<file path="config.mk">
export PLATFORM = sky130hd
export DESIGN_NAME = m_fifo_rr_sched
export DESIGN_NICKNAME = d
export VERILOG_FILES = /design/src/rtl/m_fifo_pkg.sv /design/src/rtl/m_ff.sv /design/src/rtl/m_rr_pick.sv /design/src/rtl/m_fifo_rr_sched.sv
export SDC_FILE = /design/constraint.sdc
export NUM_CORES = 1
export LEC_CHECK = 0
export ABC_AREA = 1
export CELL_PAD_IN_SITES_DETAIL_PLACEMENT = 1
export CELL_PAD_IN_SITES_GLOBAL_PLACEMENT = 1
export CORE_MARGIN = 2
export CORE_UTILIZATION = 31
export DETAILED_ROUTE_END_ITERATION = 8
export PLACE_DENSITY_LB_ADDON = 0.1
export SKIP_CTS_REPAIR_TIMING = 1
export SLEW_MARGIN = 20
export SYNTH_ARGS = -nofsm -noshare
export SYNTH_HDL_FRONTEND = slang
export SYNTH_SLANG_ARGS = --single-unit
</file>
<file path="constraint.sdc">
create_clock -name clk -period 2.65 [get_ports clk]
set_input_delay 0.53 -clock clk [delete_from_list [all_inputs] [get_ports clk]]
set_output_delay 0.53 -clock clk [all_outputs]
set_load 0.01 [all_outputs]
</file>
<file path="src/rtl/m_fifo_pkg.sv">
// rtl/m_fifo_pkg.sv - shared types and helpers for the m_fifo scheduler slice
// Purpose: scheduler state encoding and the wrapped round-robin increment.
// Contents: sched_state_e (IDLE/SERVE), rr_next(ptr, n).
package m_fifo_pkg;

  typedef enum logic {
    IDLE  = 1'b0,
    SERVE = 1'b1
  } sched_state_e;

  // Increment modulo n; works for any n, not only powers of two.
  function automatic int rr_next(input int ptr, input int n);
    return (ptr >= n - 1) ? 0 : ptr + 1;
  endfunction

endpackage

</file>
<file path="src/rtl/m_ff.sv">
// rtl/m_ff.sv - generic register with asynchronous active-low reset
// Purpose: single place that defines how scheduler state is stored.
// Ports:
//   clk   in  1  clock
//   rst_n in  1  async active-low reset, loads RST
//   d     in  W  next value, captured every rising edge
//   q     out W  registered value
module m_ff #(
  parameter int           W   = 1,
  parameter logic [W-1:0] RST = '0
) (
  input  logic         clk,
  input  logic         rst_n,
  input  logic [W-1:0] d,
  output logic [W-1:0] q
);

  always_ff @(posedge clk or negedge rst_n) begin
    if (!rst_n) begin
      q <= RST;
    end else begin
      q <= d;
    end
  end

endmodule

</file>
<file path="src/rtl/m_rr_pick.sv">
// rtl/m_rr_pick.sv - combinational round-robin picker
// Purpose: first requester after ptr, searching ptr+1, ptr+2, ... mod N.
// Ports:
//   req   in  N          request vector
//   ptr   in  clog2(N)   last granted index
//   grant out clog2(N)   chosen index (0 when nothing requests)
//   any   out 1          at least one request present
module m_rr_pick
  import m_fifo_pkg::*;
#(
  parameter int N = 4
) (
  input  logic [N-1:0]         req,
  input  logic [$clog2(N)-1:0] ptr,
  output logic [$clog2(N)-1:0] grant,
  output logic                 any
);

  localparam int L2N = $clog2(N);

  // The search walks the ring with rr_next and matches positions against the
  // loop index so req is only ever indexed by a constant after unrolling. The
  // last step of the walk lands back on ptr itself, so a lone requester that
  // was just served is found again.
  always_comb begin
    int   pos;
    logic found;
    grant = '0;
    found = 1'b0;
    pos   = int'(ptr);
    for (int k = 0; k < N; k++) begin
      pos = rr_next(pos, N);
      for (int i = 0; i < N; i++) begin
        if (!found && req[i] && (i == pos)) begin
          found = 1'b1;
          grant = L2N'(i);
        end
      end
    end
    any = |req;
  end

endmodule

</file>
<file path="src/rtl/m_fifo_rr_sched.sv">
// rtl/m_fifo_rr_sched.sv - round-robin drain of N_SRC FIFOs into one registered stream
// Purpose: pops at most one non-empty source per cycle, bounded bursts per owner,
//          and registers the popped head into a valid/ready output.
// Ports:
//   clk        in  1            clock
//   rst_n      in  1            async active-low reset
//   src_empty  in  N_SRC        source FIFO empty flags
//   src_data   in  N_SRC*WIDTH  source FIFO heads, src i at [i*WIDTH +: WIDTH]
//   src_pop    out N_SRC        one-hot-or-zero pop strobes
//   out_valid  out 1            output register holds data
//   out_data   out WIDTH        registered data
//   out_src    out L2N          source index of out_data
//   out_ready  in  1            downstream accept
module m_fifo_rr_sched
  import m_fifo_pkg::*;
#(
  parameter int               N_SRC     = 4,
  parameter int               WIDTH     = 8,
  parameter int               BURST     = 4,
  parameter logic [WIDTH-1:0] RESET_VAL = '0
) (
  input  logic                     clk,
  input  logic                     rst_n,
  input  logic [N_SRC-1:0]         src_empty,
  input  logic [N_SRC*WIDTH-1:0]   src_data,
  output logic [N_SRC-1:0]         src_pop,
  output logic                     out_valid,
  output logic [WIDTH-1:0]         out_data,
  output logic [$clog2(N_SRC)-1:0] out_src,
  input  logic                     out_ready
);

  localparam int             L2N       = $clog2(N_SRC);
  localparam int             L2B       = $clog2(BURST + 1);
  localparam logic [L2B-1:0] BURST_MAX = L2B'(BURST);
  localparam logic [L2N-1:0] PTR_RST   = L2N'(N_SRC - 1);

  sched_state_e     state_q, state_d;
  logic             state_raw;
  logic [L2N-1:0]   owner_q, owner_d;
  logic [L2B-1:0]   cnt_q, cnt_d;
  logic [L2N-1:0]   rr_q, rr_d;
  logic             valid_q, valid_d;
  logic [WIDTH-1:0] data_q, data_d;
  logic [L2N-1:0]   src_q, src_d;

  logic [N_SRC-1:0] req;
  logic [L2N-1:0]   rot_grant;
  logic [L2N-1:0]   grant;
  logic             any_req;
  logic             keep;
  logic             load;
  logic [WIDTH-1:0] src_word [N_SRC];

  for (genvar g = 0; g < N_SRC; g++) begin : g_unpack
    assign src_word[g] = src_data[g*WIDTH +: WIDTH];
  end

  assign req = ~src_empty;

  m_rr_pick #(.N(N_SRC)) u_pick (
    .req   (req),
    .ptr   (rr_q),
    .grant (rot_grant),
    .any   (any_req)
  );

  // The current owner keeps the grant until its burst is used up or it runs dry.
  assign keep  = (state_q == SERVE) && req[owner_q] && (cnt_q < BURST_MAX);
  assign grant = keep ? owner_q : rot_grant;
  assign load  = (!valid_q || out_ready) && any_req;

  // State register
  m_ff #(.W(1),     .RST(1'b0))      u_state (.clk(clk), .rst_n(rst_n), .d(state_d), .q(state_raw));
  m_ff #(.W(L2N),   .RST('0))        u_owner (.clk(clk), .rst_n(rst_n), .d(owner_d), .q(owner_q));
  m_ff #(.W(L2B),   .RST('0))        u_cnt   (.clk(clk), .rst_n(rst_n), .d(cnt_d),   .q(cnt_q));
  m_ff #(.W(L2N),   .RST(PTR_RST))   u_rr    (.clk(clk), .rst_n(rst_n), .d(rr_d),    .q(rr_q));
  m_ff #(.W(1),     .RST(1'b0))      u_valid (.clk(clk), .rst_n(rst_n), .d(valid_d), .q(valid_q));
  m_ff #(.W(WIDTH), .RST(RESET_VAL)) u_data  (.clk(clk), .rst_n(rst_n), .d(data_d),  .q(data_q));
  m_ff #(.W(L2N),   .RST('0))        u_src   (.clk(clk), .rst_n(rst_n), .d(src_d),   .q(src_q));

  assign state_q = sched_state_e'(state_raw);

  // Next-state logic. A non-keep load covers both a new owner and the
  // exhausted-burst case where the rotate search lands on the owner again.
  always_comb begin
    state_d = state_q;
    owner_d = owner_q;
    cnt_d   = cnt_q;
    rr_d    = rr_q;
    if (load) begin
      state_d = SERVE;
      if (keep) begin
        cnt_d = (cnt_q == BURST_MAX) ? cnt_q : cnt_q + 1'b1;
      end else begin
        owner_d = grant;
        cnt_d   = L2B'(1);
        rr_d    = grant;
      end
    end else if ((state_q == SERVE) && !req[owner_q]) begin
      state_d = IDLE;
      cnt_d   = '0;
    end
  end

  // Outputs: pop strobe and output register update.
  always_comb begin
    src_pop = '0;
    valid_d = valid_q;
    data_d  = data_q;
    src_d   = src_q;
    if (load) begin
      src_pop = {{(N_SRC-1){1'b0}}, 1'b1} << grant;
      valid_d = 1'b1;
      data_d  = src_word[grant];
      src_d   = grant;
    end else if (out_ready) begin
      valid_d = 1'b0;
    end
  end

  assign out_valid = valid_q;
  assign out_data  = data_q;
  assign out_src   = src_q;

  a_no_empty_pop: assert property (@(posedge clk) disable iff (!rst_n) (src_pop & src_empty) == '0);

endmodule

</file>
=== Word-level counts from Yosys, hierarchy flattened ===
Cells that the tools add are included.
Widths: inputs -> output; s select.

* Bits in registers: 19
* Latch bits: 0
* Memory bits (writable): 0
* Memory bits (read-only): 0
* Input port bits: 39
* Output and inout bits: 15
* Word-level logic and storage cells: 148
* Memories: 0

* $add $sub $neg: 5
* Multipliers: 0
* Div/mod/pow operators: 0
* Order comparisons: 7
* Equal/unequal tests: 14
* Shifts and indexed selects: 1
* Mux-type cells: 49
* Bitwise gates (word level): 3
* Reductions and logical operators: 62

{| class="wikitable"
|+ Operator list
! cell !! count
|-
| $eq 3x32->1 const A || 8
|-
| $eq 2x32->1 const A || 4
|-
| $logic_not 32->1 || 4
|-
| $mux 32 || 4
|-
| $add 32x2->32 const B || 3
|-
| $ge 32x3->1 const B || 3
|-
| $logic_and 1x1->1 || 35
|-
| $mux 2 || 15
|-
| $mux 1 || 21
|-
| $logic_not 1->1 || 17
|-
| $bmux 8 s2 || 1
|-
| $mux 8 || 2
|-
| $mux 3 || 4
|-
| $mux 4 || 1
|-
| $not 4->4 || 1
|-
| $reduce_and 2->1 || 2
|-
| $reduce_bool 2->1 || 2
|-
| $reduce_or 4->1 || 1
|-
| $shl 1x2->4 const A || 1
|-
| $add 2x1->3 const B || 1
|-
| $add 3x1->3 const B || 1
|-
| $eq 3x3->1 const B || 1
|-
| $ge 3x3->1 const B || 1
|-
| $lt 2x3->1 const B || 1
|-
| 7 further kinds || 7
|}

=== Longest topological paths before layout ===
Gate-level depths: netlist of the first run.

* Depth in word-level cells: 70
* Gate-level depth with buffers: 19
* Gate-level depth less buffers: 18

=== By module ===
Synthesis of the first run repeated with hierarchy kept, for this count alone.

* Cells, all modules: 240
* Area, all modules: 1614.0 um^2

{| class="wikitable"
|+ Modules (own cells, without submodules)
! module !! instances !! cells each !! area an instance (um^2) !! sequential area each (um^2)
|-
| m_fifo_rr_sched || 1 || 167 || 834.6 || 0.0
|-
| m_rr_pick || 1 || 54 || 301.5 || 0.0
|-
| m_ff (u_data) || 1 || 8 || 200.2 || 200.2
|-
| m_ff (u_owner ...) || 2 || 2 || 50.0 || 50.0
|-
| m_ff (u_cnt) || 1 || 3 || 75.1 || 75.1
|-
| m_ff (u_rr) || 1 || 2 || 52.6 || 52.6
|-
| m_ff (u_state ...) || 2 || 1 || 25.0 || 25.0
|}

=== Worst setup path before layout of the first run ===
No wires, ideal clock.

* Path type: reg2out
* From: register u_rr.q[0]
* To: output src_pop[0]
* Arrival time: 2075 ps
* Required time: 2120 ps
* Setup slack: 45 ps
* Cell stages (with the launch flop): 16
* Path buffers: 1
* Cells stage by stage: dfstp_2 > inv_2 > nand2_1 > nor2_1 > nor2_4 > nand3_4 > nor2_4 > nand4_1 > inv_1 > nor2_1 > nand3_1 > nand2_2 > o21bai_4 > buf_6 > nand2_1 > nor2_1

* Cells in the longest elaborated chain, start to end: 68
* Elaborated cells between the ends (all ways): 107
* Those cells by class: add/sub (4); order compare (4); eq/ne (12); shift (1); mux (36); reduce/logical (50)

{| class="wikitable"
|+ Ends and longest elaborated chain
! item !! RTL line !! text
|-
| from (decl) || m_ff.sv:15 || <nowiki>output logic [W-1:0] q</nowiki>
|-
| from (signal assigned) || m_ff.sv:20 || <nowiki>q <= RST;</nowiki>
|-
| from (signal assigned) || m_ff.sv:22 || <nowiki>q <= d;</nowiki>
|-
| $add 2x1->3 / $ge 2x2->1 (equally long branches) || m_fifo_pkg.sv:13 || <nowiki>return (ptr >= n - 1) ? 0 : ptr + 1;</nowiki>
|-
| $mux 32 * || m_fifo_pkg.sv:13 ||
|-
| $logic_not 32->1 || m_rr_pick.sv:34 || <nowiki>if (!found && req[i] && (i == pos)) begin</nowiki>
|-
| $logic_and 1x1->1 || m_rr_pick.sv:34 ||
|-
| $mux 1 || m_rr_pick.sv:34 ||
|-
| $logic_not 1->1 || m_rr_pick.sv:34 ||
|-
| $logic_and 1x1->1 (2 in series) || m_rr_pick.sv:34 ||
|-
| $mux 1 || m_rr_pick.sv:34 ||
|-
| [49 not listed] || - ||
|-
| $logic_and 1x1->1 (2 in series) || m_rr_pick.sv:34 ||
|-
| $mux 1 || m_rr_pick.sv:34 ||
|-
| $logic_not 1->1 || m_rr_pick.sv:34 ||
|-
| $logic_and 1x1->1 (2 in series) || m_rr_pick.sv:34 ||
|-
| $mux 2 * || m_rr_pick.sv:34 ||
|-
| $mux 2 * || m_fifo_rr_sched.sv:70 || <nowiki>assign grant = keep ? owner_q : rot_grant;</nowiki>
|-
| $shl 1x2->4 * || m_fifo_rr_sched.sv:113 || <nowiki>src_pop = {{(N_SRC-1){1'b0}}, 1'b1} << grant;</nowiki>
|-
| $mux 4 * || m_fifo_rr_sched.sv:112 || <nowiki>if (load) begin</nowiki>
|-
| to (decl) || m_fifo_rr_sched.sv:26 || <nowiki>output logic [N_SRC-1:0] src_pop,</nowiki>
|}

Mark *: on every way between the ends. The rest lies on a longest branch, timed or not.

=== Worst setup path after layout of the first run ===
* From: register u_rr.q[1]
* To: output src_pop[3]

The elaborated chain is that of the path after synthesis.

==> metrics.yaml, run 1 <==
die:
  die_h_um: 75.5
  start_util_pct: 31.7
  fp.dieW_um: 75.5
  die_area_um2: 5710
  rows: 26
  io_pins: 54
  core_area_um2: 5010
worst_setup_path:
  crit_path_end_kind: "primary output"
  worstSetupPathType: "flop to primary output"
  startpoint: "u_rr.q[1]"
  ff2ff_path_depth: 19
  crit_path_start_kind: "flop"
  crit_end: "src_pop[3]"
  r2r_start: "u_rr.q[1]"
  r2r_slack_ns: -0.02
  crit_required_ns: 2.12
  reg2reg_to: "u_data.q[5]"
  arrival_ns: 2.65
  worstPathMaxFanout: 5
yosys:
  syn_inst: 236
  mappedNetlistNets: 277
  synth.distinct_cells: 30
  syn_area_um2: 1590
  synthMuxAreaShare_pct: 0
  yosys.area_share.adder_pct: 1.58
  synth-xor-area-share_pct: 0
  yosysWarningCount: 0
  ys_seq_elements: 19
  synth_compound_area_share_pct: 6.70
  yosysSeqAreaShare_pct: 30.1
  avgSynthCellArea_um2: 6.72
  synth_top_family_by_area: "simple AND/OR/NAND/NOR gates"
  synth_simple_gate_area_share_pct: 47.9
status:
  violations: "negative setup slack"
  status: "finished with violations"
place:
  dp.cells: 395
  io_buffers: 53
  place_ws_ns: -0.974
  gp_congestion: 0.815
  dp_hpwl_um: 4260
sta:
  min_period_ns: 3.18
  final_max_slew_viol_count: 0
  finalCritPeriodShare_pct: 120
  skew_ns: 0.00178
  setup_viol_count_final: 7
  maxSlewHeadroom_pct: 66.0
  setup_slack_ns: -0.526
  tightest_slew_ns: 0.510
  clock.fmax_ghz: 0.315
  rsz0062_at_grt: "yes"
  hold_viol: 0
grt:
  antenna_found_initial: 0
  grt_max_degree: 20
  grt_overflow: 0
  grtUsageTotal_pct: 19.5
  grt_pass1_vias: 1791
  grt_pass1_wl_um: 8310
power:
  leakage_nw: 1.43
  pwr-share-seq_pct: 15.3
  p_clk_share_pct: 6.2
  p_comb_share_pct: 78.5
  power.switching_mw: 1.56
  p_per_area_nw_per_um2: 1260
  ir_drop_v: 0.000626
  p_sw_share_pct: 46.1
  p_int_mw: 1.83
cells_and_area:
  areaGrowthSynthToFinish_pct: 68.9
  fin_cells: 410
  regArea_um2: 478
  fillers: 656
  multi_input_area_um2: 948
  diodes: 0
  nets: 382
  drive_gt1_share_pct: 30.0
routing:
  vias: 1878
  routedWlPerCell_um: 13.7
  dr.pass1.iters: 4
  via_per_inst: 4.58
  drt_iter0_drc: 60
  ant_nets: 0
  drc: 0
  wirelength_um: 5610
clock_network:
  cts_made_buffers: 3
  clock_path_buffers: 2
  clk-insertion-delay-late_ns: 0.26
  clk_pin_slew_worst_paths_ns: 0.08
  cts_sinks: 19
  cts_tree: "done"
  root_buffer: "clkbuf_8"
  h-tree-depth: 1
min_path:
  hold_path_class: "flop to flop"
job:
  max-cap-violations: 0
==> cell usage in the layout (no fill, tap or decap), types with 3 or more instances in the layout <==
master,instances
a21oi_1,3
nor2_2,5
dfrtp_1,17
buf_4,50
nor2_1,13
nand2_2,9
nor2_4,4
nand3_2,8
inv_2,5
inv_1,37
clkdlybuf4s50_1,45
nand2_1,66
o21ai_0,12
clkbuf_8,3
nand4_1,9
buf_6,3
dlymetal6s2s_1,5
nand3_1,19
nand3b_1,5
==> power by group through the flow <==
stage	clock network, mW	logic (mW)	registers, mW
detailed placement	0	2.39	0.518
global route	0.230	2.93	0.530
finish	0.210	2.66	0.516
CTS	0.225	2.40	0.512
floorplan	0	1.34	0.544
global placement	0	2.35	0.512
==> stage by stage <==
stage          hold slack, ns  setup TNS (ns)  total power [mW]  util, %  instance area (um^2)
6_report                0.482           -1.93              3.39     53.5                  2680
5_1_grt                 0.515           -3.62              3.69     53.5                  2680
4_1_cts                 0.487           -3.96              3.14     50.4                  2530
3_5_place_dp            0.465           -6.86              2.90     49.5                  2480
3_3_place_gp            0.467           -5.87              2.86     49.5                  2480
2_1_floorplan           0.234               0              1.88        -                  1590
==> worst min path at each step <==
stage	startpoint	end	slack, ns	cells past startpoint
after floorplan	rst_n	u_cnt.q[0]	0.23	0
after global placement	u_src.q[0]	u_src.q[0]	0.47	2
after detailed placement	u_src.q[0]	u_src.q[0]	0.47	2
after CTS	u_src.q[0]	u_src.q[0]	0.49	2
after global routing	u_src.q[0]	u_src.q[0]	0.52	2
final	u_src.q[0]	u_src.q[0]	0.48	2
==> metal layers <==
layer  GRT usage (%)  vias to the layer above  share of wire [%]
met5               0                        -                  0
met4            4.68                        0                1.4
met3            3.70                        8                4.6
met2            32.9                       49                 51
met1            25.8                      872                 42
li1                -                      949                  -
==> cell type report <==
cell class              instances  share of cell area, %
clock inverters                 1                  0.187
clock buffers                   3                   1.54
well taps                      70                   3.27
repair buffers                106                   35.5
multi-input cells             167                   35.4
flip-flops and latches         19                   17.8
inverters                      44                   6.26
==> critical path, cell delays in order, from the launching register on <==
cell,delay [ns]
dfstp_2,0.60
buf_6,0.13
nand3_2,0.10
nand2_2,0.11
inv_4,0.06
buf_4,0.13
nand4_1,0.12
nand3_2,0.10
nor2_2,0.11
nand2_1,0.06
nor2_2,0.13
nand3_2,0.12
nand2_4,0.12
o21bai_4,0.09
inv_2,0.08
nand2_4,0.07
nor2_2,0.12
buf_2,0.13
==> cells by family (layout without fill, tap and decap cells) <==
family / after synthesis / in the layout
compound gates: 18 / 18
flops: 19 / 19
buf+inv: 50 / 154
simple gates: 147 / 147
fa+ha+maj: 2 / 2
==> synth_stat cells, drive strengths merged <==
| library cell | number | share of area [%] |
|---|---|---|
| a21oi | 3 | 0.95 |
| buf | 4 | 2.8 |
| clkbuf | 2 | 0.47 |
| clkinv | 1 | 0.24 |
| dfrtp | 17 | 27 |
| dfstp | 2 | 3.3 |
| ha | 2 | 1.6 |
| inv | 43 | 10 |
| nand2 | 77 | 20 |
| nand3 | 29 | 12 |
| nand3b | 5 | 2.4 |
| nand4 | 10 | 4.3 |
| nor2 | 23 | 8.4 |
| nor3 | 2 | 0.63 |
| nor4 | 1 | 0.39 |
| o211ai | 1 | 0.47 |
| o21ai | 13 | 4.1 |
| o21bai | 1 | 1.2 |
==> registers in the layout (all words and copies together) (netlist names) <==
register and cells:
u_cnt.q 3, u_data.q 8, u_owner.q 2, u_rr.q 2
u_src.q 2, u_state.q 1, u_valid.q 1
(Power assumes the default switching activity.)
==> run 2, diff against run 1 <==
--- a/config.mk
+++ b/config.mk
@@ -6,14 +6,13 @@
 export NUM_CORES = 1
 export LEC_CHECK = 0
 export ABC_AREA = 1
-export CELL_PAD_IN_SITES_DETAIL_PLACEMENT = 1
-export CELL_PAD_IN_SITES_GLOBAL_PLACEMENT = 1
 export CORE_MARGIN = 2
-export CORE_UTILIZATION = 31
+export CORE_UTILIZATION = 50
 export DETAILED_ROUTE_END_ITERATION = 8
-export PLACE_DENSITY_LB_ADDON = 0.1
+export PLACE_DENSITY = 0.86
 export SKIP_CTS_REPAIR_TIMING = 1
 export SLEW_MARGIN = 20
 export SYNTH_ARGS = -nofsm -noshare
 export SYNTH_HDL_FRONTEND = slang
+export SYNTH_HIERARCHICAL = 1
 export SYNTH_SLANG_ARGS = --single-unit
==> constraint.sdc (replaced) <==
create_clock -name clk -period 4.1 [get_ports clk]
set_input_delay 0.82 -clock clk [delete_from_list [all_inputs] [get_ports clk]]
set_output_delay 0.82 -clock clk [all_outputs]
set_load 0.01 [all_outputs]
==> metrics.yaml, run 2 <==
worst_setup_path:
  crit_path_end_kind: "primary output"
  crit_path_start_kind: "input pin"
  worstSetupPathType: "input pin to primary output"
  reg2reg_to: "u_data/q[2]"
  worstPathMaxFanout: 4  # -1
  crit_top_cell: "nor2_4"
  crit_end: "src_pop[1]"
  cp_slowest_cell: "clkdlybuf4s50_1"
  arrival_ns: 2.94  # +0.29 ns
  cpPeakStageDelay_ns: 0.48  # -0.12 ns
  crit_cells: 16  # -1
  cpLargestDelayFamily: "simple AND/OR/NAND/NOR gates"
  path_buf_inv: 4  # -1
  ff2ff_path_depth: 19  # unchanged
  startpoint: "src_empty[3]"
  r2r_start: "u_rr/q[0]"
  r2r_slack_ns: 1.48  # +1.50 ns
  path_cells: "clkdlybuf4s50_1, inv_1, nand3_1, nand2_2, nor2_4, nand4_4, nor2_4, nand4_4, nor2_4, nand4_2, nand3_1, inv_1, nand2_4, nand2_2, nor3_1, dlymetal6s2s_1"
  crit_required_ns: 3.28  # +1.16 ns
yosys:
  synth_flop_cell: "dfrtp_1"
  synth.distinct_cells: 30  # unchanged
  synth_top_area_share_pct: 26.4  # -0.46 points
  synth_simple_gate_area_share_pct: 53.3  # +5.5 points
  netlist_top_cells_area: "dfrtp_1 26%, nand2_1 20%, nand3_1 14%"
  synth_top_family_by_area: "simple AND/OR/NAND/NOR gates"
  ys_seq_elements: 19  # unchanged
  yosys.area_share.adder_pct: 1.55  # -0.027 points
  synthMuxAreaShare_pct: 0.620  # +0.62 points
  synthArstFlopShare_pct: 100  # unchanged
  syn_inst: 240  # +1.7%
  yosysWarningCount: 6  # +6
  mappedNetlistNets: 281  # +1.4%
  synth.most_common_cell: "nand2_1"
  synth_common_cells: "87 x nand2_1, 44 x nand3_1, 28 x inv_1"
  avgSynthCellArea_um2: 6.73  # about the same
  synth_edf_count: 0  # unchanged
  yosys.area.top_type: "dfrtp_1"
  yosysSeqAreaShare_pct: 29.6  # -0.51 points
  syn_area_um2: 1610  # +1.7%
  synth_compound_area_share_pct: 4.11  # -2.6 points
  synth-xor-area-share_pct: 0  # unchanged
status:
  status: "completed"
place:
  gp_congestion: 0.805  # -1.2%
  place_ws_ns: -0.0441  # +0.930 ns
  dp_hpwl_um: 3180  # -25%
  io_buffers: 53  # unchanged
  placed_area_um2: 2240  # -9.8%
cells_and_area:
  final_common_cell: "nand2_1"
  final_area_um2: 2280  # -15%
  nets: 345  # -9.7%
  diodes: 0  # unchanged
  regArea_um2: 478  # unchanged
  layout_common_cells: "87 x nand2_1, 49 x clkdlybuf4s50_1, 43 x nand3_1"
  multi_input_area_um2: 967  # +2.0%
  largest_reg_flops: 8  # unchanged
  fin_util_pct: 74.6  # +21 points
  fillers: 247  # -62%
  largest_register: "u_data/q"
  areaGrowthSynthToFinish_pct: 41.2
  drive_gt1_share_pct: 13.5  # -16 points
  top_regs: "u_data/q (8), u_cnt/q (3)"
min_path:
  hold_path_class: "flop to flop"
  hold_path_depth: 2  # unchanged
clock_network:
  cts_tree: "done"
  clk-insertion-delay-late_ns: 0.30  # +0.04 ns
  h-tree-depth: 1  # unchanged
  cts_made_buffers: 3  # unchanged
  root_buffer: "clkbuf_4"
  clk_pin_slew_worst_paths_ns: 0.10  # +0.02 ns
  cts_sinks: 19  # unchanged
  clock_path_buffers: 2  # unchanged
routing:
  routedWlPerCell_um: 11.9  # -13%
  ant_nets: 0  # unchanged
  vias: 1718  # -8.5%
  wirelength_um: 4120  # -27%
  via_per_inst: 4.95  # +8.1%
  drt_iter0_drc: 119  # +98%
  dr.pass1.iters: 4  # unchanged
  drc: 0  # unchanged
sta:
  clock.fmax_ghz: 0.266
  hold_viol: 0  # unchanged
  skew_ns: 0.00335  # +0.00158 ns
  tightest_slew_ns: 0.792  # +0.282 ns
  finalCritPeriodShare_pct: 91.8
  setup_viol_count_final: 0  # -7
  setup_slack_ns: 0.337  # +0.863 ns
  final_max_slew_viol_count: 0  # unchanged
  min_period_ns: 3.76
  rsz0062_at_grt: "no"
  maxSlewHeadroom_pct: 47.0  # -19 points
power:
  p_per_area_nw_per_um2: 789  # -38%
  ir_drop_v: 0.000492  # -21%
  leakage_nw: 1.24  # -13%
die:
  die_h_um: 60.8  # -19%
  core_area_um2: 3050  # -39%
  fp.dieW_um: 60.8  # -19%
  die_area_um2: 3700  # -35%
  rows: 20  # -23%
  io_pins: 54  # unchanged
  start_util_pct: 52.9  # +21 points
grt:
  grt_pass1_wl_um: 6460  # -22%
  grt_max_degree: 20  # unchanged
  grt_pass1_vias: 1536  # -14%
  grtUsageTotal_pct: 23.1  # +3.6 points
  grt_overflow: 0  # unchanged
  antenna_found_initial: 0  # unchanged
job:
  max-cap-violations: 0  # unchanged
## run 2: where the power goes
part / switching (mW) / internal, mW
registers: 0.0772 / 0.279
logic: 0.793 / 0.555
clock network: 0.0562 / 0.0364
## run 2: metal layers
layer | part of all wire [%] | vias to the layer above | GRT usage, %
li1 | - | 897 | -
met1 | 45 | 777 | 30.7
met2 | 50 | 39 | 39.2
met3 | 4.1 | 5 | 1.92
met4 | 1.1 | 0 | 8.70
met5 | 0 | - | 0
## run 2: logic make-up (layout without fill, tap and decap cells)
logic type	Yosys count	in the layout
buffers and inverters	37	100
muxes	1	1
AOI/OAI and AO/OA	11	11
DFF	19	19
adders and majority gates	2	2
and+or+nand+nor	170	170
## run 2: worst min-delay path: stages (launching register included)
cell and delay, ns:
dfrtp_1 0.36, nand2_1 0.05, nand2_1 0.05
## run 2: per-stage QoR
step                      cells  hold WS (ns)  total power [mW]  TNS [ns]
after detailed placement    343         0.465              1.70   -0.0941
after global routing        347         0.504              1.98         0
after CTS                   347         0.490              1.80    -0.198
after global placement      343         0.463              1.68         0
final                       347         0.488              1.80         0
after floorplan             240         0.504              1.31         0
## run 2: area by class of cell
type,count,area share (%)
clock buffer,3,0.988
tap,44,2.42
timing repair buffer,66,28.0
clock inverter,1,0.220
multi-input combinational,184,42.4
sequential,19,21.0
inverter,30,4.94
## run 2: how the worst min path moves through the flow
stage	startpoint	slack (ns)	endpoint
final	u_data/q[1]	0.49	u_data/q[1]
after global routing	u_data/q[7]	0.50	u_data/q[7]
after CTS	u_data/q[7]	0.49	u_data/q[7]
after detailed placement	u_data/q[7]	0.46	u_data/q[7]
after global placement	u_data/q[4]	0.46	u_data/q[4]
after floorplan	u_cnt/q[1]	0.50	u_cnt/q[1]
